<file path="src/rtl/alu_sequencer_if.sv">
// Bus between the ALU sequencer and its surroundings: button/op inputs,
// register-file read/write ports, ALU opcode/result and status.
interface alu_sequencer_if #(parameter int WIDTH = 8);
  logic             go;
  logic [3:0]       opcode;
  logic [WIDTH-1:0] data;
  logic [WIDTH-1:0] a_in;
  logic [WIDTH-1:0] b_in;
  logic [WIDTH-1:0] alu_y;
  logic [3:0]       alu_op;
  logic [WIDTH-1:0] y;
  logic             reg_we;
  logic             reg_addr;
  logic [WIDTH-1:0] reg_wdata;
  logic             busy;
  logic             done;
  logic [7:0]       op_count;

  modport master (
    output go, opcode, data, a_in, b_in, alu_y,
    input  alu_op, y, reg_we, reg_addr, reg_wdata, busy, done, op_count
  );

  modport slave (
    input  go, opcode, data, a_in, b_in, alu_y,
    output alu_op, y, reg_we, reg_addr, reg_wdata, busy, done, op_count
  );
endinterface

</file>
<file path="src/rtl/alu_sequencer.sv">
// Control FSM for an 8-bit ALU and two-entry register file: one op per go
// rising edge, ALU result capture, single-port writes and a two-cycle A/B swap.
module alu_sequencer #(
  parameter int WIDTH = 8
) (
  input  logic            clk,
  input  logic            reset,
  alu_sequencer_if.slave  bus
);

  typedef enum logic [2:0] {
    IDLE, ISSUE, EXEC, WR_Y, WR_D, SWAP1, SWAP2, DONE
  } state_t;

  state_t           state, state_nxt;
  logic             go_q;
  logic [WIDTH-1:0] data_q;
  logic [WIDTH-1:0] tmp;
  logic             trig;

  // go_q resets high so a button already pressed at reset release is ignored
  assign trig = (state == IDLE) && bus.go && !go_q;

  always_ff @(posedge clk or negedge reset) begin
    if (!reset) state <= IDLE;
    else        state <= state_nxt;
  end

  always_comb begin
    state_nxt = state;
    case (state)
      IDLE: if (trig) begin
        if (bus.opcode <= 4'd12)       state_nxt = ISSUE;
        else if (bus.opcode == 4'd13)  state_nxt = WR_Y;
        else if (bus.opcode == 4'd14)  state_nxt = SWAP1;
        else                           state_nxt = WR_D;
      end
      ISSUE:                state_nxt = EXEC;
      SWAP1:                state_nxt = SWAP2;
      EXEC, WR_Y, WR_D,
      SWAP2:                state_nxt = DONE;
      DONE:                 state_nxt = IDLE;
      default:              state_nxt = IDLE;
    endcase
  end

  // Write port is a pure state decode, so reset kills an in-flight write at once
  always_comb begin
    bus.reg_we    = 1'b0;
    bus.reg_addr  = 1'b0;
    bus.reg_wdata = '0;
    bus.busy      = (state != IDLE);
    bus.done      = (state == DONE);
    case (state)
      WR_Y: begin
        bus.reg_we    = 1'b1;
        bus.reg_wdata = bus.y;
      end
      WR_D: begin
        bus.reg_we    = 1'b1;
        bus.reg_wdata = data_q;
      end
      SWAP1: begin
        bus.reg_we    = 1'b1;
        bus.reg_wdata = bus.b_in;
      end
      SWAP2: begin
        bus.reg_we    = 1'b1;
        bus.reg_addr  = 1'b1;
        bus.reg_wdata = tmp;
      end
      default: ;
    endcase
  end

  always_ff @(posedge clk or negedge reset) begin
    if (!reset) begin
      go_q         <= 1'b1;
      bus.alu_op   <= '0;
      data_q       <= '0;
      tmp          <= '0;
      bus.y        <= '0;
      bus.op_count <= '0;
    end else begin
      go_q <= bus.go;
      if (trig) begin
        bus.alu_op <= bus.opcode;
        data_q     <= bus.data;
      end
      if (state == EXEC)  bus.y        <= bus.alu_y;
      if (state == SWAP1) tmp          <= bus.a_in;
      if (state == DONE)  bus.op_count <= bus.op_count + 8'd1;
    end
  end

endmodule
</file>
<file path="src/flat_wrapper.sv">
// flat-port wrapper written by rule: the top's interface ports become plain ports
module alu_sequencer_flat 
#(
  parameter int WIDTH = 8
)
  (clk, reset, bus_go, bus_opcode, bus_data, bus_a_in, bus_b_in, bus_alu_y, bus_alu_op, bus_y, bus_reg_we, bus_reg_addr, bus_reg_wdata, bus_busy, bus_done, bus_op_count);
  alu_sequencer_if #(.WIDTH(WIDTH)) bus_i ();
  input  logic clk;
  input  logic reset;
  input wire logic [$bits(bus_i.go)-1:0] bus_go;
  input wire logic [$bits(bus_i.opcode)-1:0] bus_opcode;
  input wire logic [$bits(bus_i.data)-1:0] bus_data;
  input wire logic [$bits(bus_i.a_in)-1:0] bus_a_in;
  input wire logic [$bits(bus_i.b_in)-1:0] bus_b_in;
  input wire logic [$bits(bus_i.alu_y)-1:0] bus_alu_y;
  output wire logic [$bits(bus_i.alu_op)-1:0] bus_alu_op;
  output wire logic [$bits(bus_i.y)-1:0] bus_y;
  output wire logic [$bits(bus_i.reg_we)-1:0] bus_reg_we;
  output wire logic [$bits(bus_i.reg_addr)-1:0] bus_reg_addr;
  output wire logic [$bits(bus_i.reg_wdata)-1:0] bus_reg_wdata;
  output wire logic [$bits(bus_i.busy)-1:0] bus_busy;
  output wire logic [$bits(bus_i.done)-1:0] bus_done;
  output wire logic [$bits(bus_i.op_count)-1:0] bus_op_count;
  assign bus_i.go = bus_go;
  assign bus_i.opcode = bus_opcode;
  assign bus_i.data = bus_data;
  assign bus_i.a_in = bus_a_in;
  assign bus_i.b_in = bus_b_in;
  assign bus_i.alu_y = bus_alu_y;
  assign bus_alu_op = bus_i.alu_op;
  assign bus_y = bus_i.y;
  assign bus_reg_we = bus_i.reg_we;
  assign bus_reg_addr = bus_i.reg_addr;
  assign bus_reg_wdata = bus_i.reg_wdata;
  assign bus_busy = bus_i.busy;
  assign bus_done = bus_i.done;
  assign bus_op_count = bus_i.op_count;
  alu_sequencer #(.WIDTH(WIDTH)) u_core (.clk(clk), .reset(reset), .bus(bus_i));
endmodule
</file>
<file path="config.mk">
export PLATFORM = sky130hd
export DESIGN_NAME = alu_sequencer_flat
export DESIGN_NICKNAME = d
export VERILOG_FILES = /design/src/rtl/alu_sequencer_if.sv /design/src/rtl/alu_sequencer.sv /design/src/flat_wrapper.sv
export SDC_FILE = /design/constraint.sdc
export NUM_CORES = 1
export LEC_CHECK = 0
export CORE_ASPECT_RATIO = 0.75
export CORE_MARGIN = 2
export CORE_UTILIZATION = 39
export DETAILED_ROUTE_END_ITERATION = 10
export HOLD_SLACK_MARGIN = 0.15
export PLACE_DENSITY = 0.76
export SETUP_SLACK_MARGIN = 0.5
export SLEW_MARGIN = 15
export SYNTH_ARGS = -nofsm -noshare
export SYNTH_HDL_FRONTEND = slang
export SYNTH_SLANG_ARGS = --single-unit
</file>
<file path="constraint.sdc">
create_clock -name clk -period 1.5 [get_ports clk]
set_input_delay 0.3 -clock clk [delete_from_list [all_inputs] [get_ports clk]]
set_output_delay 0.3 -clock clk [all_outputs]
set_load 0.01 [all_outputs]
</file>
Word-level counts from Yosys, hierarchy flattened
Index checks and enable logic that the tools add are counted.
- bits in registers: 40
- output and inout port bits: 32
- word-level logic and storage cells: 34
- bits of input ports: 39
- order comparisons: 1
- equal/unequal tests: 10
- add/sub/neg operators: 1
- reduce and logical (&&, ||, !) cells: 7
- mux-type cells: 8
- operators by type and width (cell ; count):
    $pmux 8 s4 ; 1
    $pmux 3 s5 ; 1
    $eq 3x3->1 const B ; 4
    $mux 3 ; 3
    $add 8x1->8 const B ; 1
    $eq 4x4->1 const B ; 2
    $reduce_or 4->1 ; 2
    $eq 3x2->1 const B ; 2
    $le 4x4->1 const B ; 1
    $eq 3x1->1 const B ; 1
    $logic_not 3->1 ; 1
    $mux 1 ; 3
    $reduce_bool 3->1 ; 1
    $logic_and 1x1->1 ; 2
    $ne 2x1->1 const B ; 1
    $logic_not 1->1 ; 1

Depth between registers and ports, before layout
- word-level depth: 6
- gate-level depth with buffers: 6
- gate-level depth less buffers: 4

Least setup slack after synthesis
OpenSTA, ideal clock, no wires.
- kind: reg2out
- from: reg u_core.state[2]
- to: out bus_reg_wdata[2]
- cell stages (with the launch flop): 7
- arrival: 1379 ps
- slack: -179 ps
- path buffers: 3
- required time: 1200 ps
- path through: dfrtp_1 buf_2 and3b_1 buf_6 buf_6 a22o_1 a221o_1
- word-level cells in the longest chain between the ends: 2
- elaborated cells on any way between the ends: 5
- classes of those cells: 4 x eq/ne; 1 x mux
- RTL lines (what ; RTL line ; text):
    start, declared ; alu_sequencer.sv:15 ; state_t state, state_nxt;
    start signal, assigned ; alu_sequencer.sv:26 ; else state <= state_nxt;
    $eq 3x3->1 / $eq 3x2->1 (equally long branches) ; alu_sequencer.sv:54 ; case (state)
    $pmux 8 s4 (*) ; alu_sequencer.sv:54 ;
    end, declared ; flat_wrapper.sv:20 ; output wire logic [$bits(bus_i.reg_wdata)-1:0] bus_reg_wdata;
Mark *: on every way between the ends. The rest lies on a longest branch, timed or not.

Worst setup path after layout
- from: reg u_core.state[2]
- to: out bus_reg_wdata[1]
Same word-level chain as after synthesis.

==> reports/metrics.yaml <==
run_status: "finished with violations"
violations: "setup timing"
crit_arrival_ns: 1.77
num_antenna_cells: 0
dpl_worst_slack_ns: -0.554
worst_hold_startpoint: "bus_go"
synthCells: 136
yosysTopAreaCell: "dfrtp_1"
setup_ws_ns: -0.567
synth.ff_latch_count: 40
layout_worst_path_cycle_share_pct: 138
global_route.overflow_total: 0
post_synth_instance_area_um2: 1800
tritoncts: "built"
tightest_slew_ns: 0.341
final_max_slew_viol_count: 0
cts.clk_slew.worst_paths_ns: 0.08
initial_utilization_pct: 40.4
drive_above_1_share_pct: 57.0
leakagePower_nw: 1.65
dp.final_hpwl_um: 3980
total_wirelength_um: 6410
vdd_ir_drop_max_mv: 0.974
vias_per_cell: 5.30
rsz_0062_raised_after_global_routing: "true"
wire_length_of_the_first_global_routing_pass_um: 9220
worst_hold_margin_ns: 0.375
cts_root_buffer: "clkbuf_8"
die_area_um2: 5190
clock_path_buffers: 2
drc_errors: 0
dpl_cell_area_um2: 2780
clk_latency_ns: 0.30
fin_area_um2: 3370
gp_congestion: 0.847
design.final.nets: 309
initialDrtViolationCount: 84
initial_antenna_violation_count: 0
worst_r2r_startpoint: "u_core.state[2]$_DFFE_PN0P_"
htree_levels: 2
ff2ff_setup_slack_ns: -0.19
worst_ep_required_time_ns: 1.20
max_freq_ghz: 0.484
sequential_area_share_after_synthesis_pct: 55.6
wl_per_cell_um: 19.6
setup_total_negative_slack_ns: -7.46
first_pass_iters: 4
synth.distinct_cells: 30
synth.top_cells.by_area: "dfrtp_1 (54%), mux2_2 (12%), mux2_1 (5.0%)"
fin_worst_skew_ns: 0.0121
die_height_um: 62.9
number_of_failing_setup_endpoints_in_the_final_timing_report: 31
postSynthAreaPerCell_um2: 13.3
synthesis.nets: 176
postSynth.topFlopCell: "dfrtp_1"
num_vias: 1732
pin_count_of_the_biggest_net_entering_global_routing: 16
design.portCount: 71
critical_path.max_fanout: 5
critical_path_source_type: "flip-flop"
yosys_warnings: 0
max_slew_margin_pct: 77.2
timing_worst_setup_path_type: "reg2out"
cts_inserted_buffers: 5
count_of_flip_flops_with_a_built_in_enable_after_synthesis: 0
cellPowerDensity_nw_per_um2: 2170
die_w_um: 82.5
placeable_core_region_um2: 4470
final_critical_path_time_including_i_o_delays_and_setup_ns: 2.07
postRouteAntennaNets: 0
grt_pass1_vias: 1800
floorplan.rows: 21
max_cap_violations: 0
numPortBuffers: 70
worst_setup_path_startpoint: "u_core.state[2]$_DFFE_PN0P_"
synthToLayoutAreaGrowth_pct: 86.7
final-hold-violation-count: 0
holdCritPathClass: "in2reg"
gr-usage-all-layers_pct: 24.2
clock-sinks: 40
synth-async-reset-ratio_pct: 100
synth.top_cell.area_share_pct: 54.1
end_kind: "output pin"
total_power_mw: 7.30
[worst max-delay path, stage by stage (launching register included)]
cell and delay (ns):
dfrtp_1 0.42, and3b_2 0.27, buf_6 0.13, a22o_1 0.22, a221o_1 0.28, buf_2 0.14
[layout by cell type, fill, tap and decap left out, drive strengths merged]
cell,instances
nor3b,1
a22o,8
dfstp,1
dfrtp,39
inv,3
nor2b,1
a21oi,2
and4b,1
a221o,8
nand3b,1
dlygate4sd2,1
nand2,8
mux2,28
and3,1
nand3,2
dlygate4sd3,1
nand4,4
buf,94
clkbuf,7
o21ai,2
clkdlybuf4s50,36
a311oi,1
nor3,3
bufinv,2
xnor2,4
xor2,3
nand2b,1
and3b,2
ha,1
nor2,4
[where the power goes]
part	leakage [nW]	internal, mW	switching [mW]
clock	0.0654	0.665	0.385
sequential	0.483	1.59	0.382
combinational	1.10	2.53	1.75
[path summary, 6_finish.rpt]
kind | end | cells past startpoint
max | bus_reg_wdata[1] | 5
min | u_core.go_q$_DFF_PN1_ | 2
max reg2reg | u_core.bus.alu_op[2]$_DFFE_PN0P_ | 7
min reg2reg | u_core.tmp[6]$_DFFE_PN0N_ | 1
max in group asynchronous | u_core.bus.op_count[3]$_DFFE_PN0N_ | 3
min in group asynchronous | u_core.bus.y[7]$_DFFE_PN0N_ | 2
[stage by stage]
stage | utilization [%] | instances
6_report | 75.4 | 327
4_1_cts | 70.4 | 312
3_3_place_gp | 62.2 | 288
3_5_place_dp | 62.2 | 288
5_1_grt | 75.4 | 327
2_1_floorplan | - | 136
[sequential cells by signal, summed over array words and instances, names as in the netlist]
signal,cells
u_core.tmp,8
u_core.go_q,1
u_core.bus.y,8
u_core.bus.alu_op,4
u_core.data_q,8
u_core.bus.op_count,8
u_core.state,3
[final cells by class]
| class | instances | area, µm² |
|---|---|---|
| Clock inverter | 2 | 60.1 |
| Tap cell | 57 | 71.3 |
| Inverter | 3 | 13.8 |
| Sequential cell | 40 | 1000 |
| Fill cell | 265 | 1100 |
| Multi-Input combinational cell | 86 | 932 |
| Timing Repair Buffer | 133 | 1210 |
| Clock buffer | 6 | 72.6 |
[cell usage after synthesis, types with 2 or more instances]
master / instances
dfrtp_1: 39
mux2_2: 20
a221o_1: 8
a22o_1: 8
mux2_1: 8
nand2_1: 8
nand4_1: 4
xnor2_1: 4
buf_2: 3
inv_1: 3
nor2_1: 3
xor2_1: 3
a21oi_1: 2
and3b_1: 2
buf_4: 2
buf_6: 2
nand3_1: 2
nor3_1: 2
o21ai_0: 2
[cell families after synthesis]
group                      count (synthesis)  synth area share [%]
buffers and inverters                     10                  3.54
and+or+nand+nor                           29                  9.37
xor gates and xnor gates                   7                  3.40
muxes                                     28                  17.5
AOI/OAI and AO/OA                         21                  9.92
adders and majority gates                  1                 0.694
DFF                                       40                  55.6
[what timing repair did]
action,CTS,global route
pin swaps,10,13
resized for setup,197,26
endpoints found under the hold margin,12,0
setup buffers,15,15
hold buffers,1,0
setup endpoints to repair,71,98
[layer usage]
| layer | part of all wire, % | GRT usage [%] | vias up |
|---|---|---|---|
| met5 | 0 | 0 | - |
| met4 | 3.2 | 8.20 | 0 |
| met1 | 40 | 30.9 | 872 |
| met3 | 5.7 | 4.48 | 19 |
| li1 | - | - | 771 |
| met2 | 51 | 40.9 | 70 |
(Power assumes the default switching activity.)
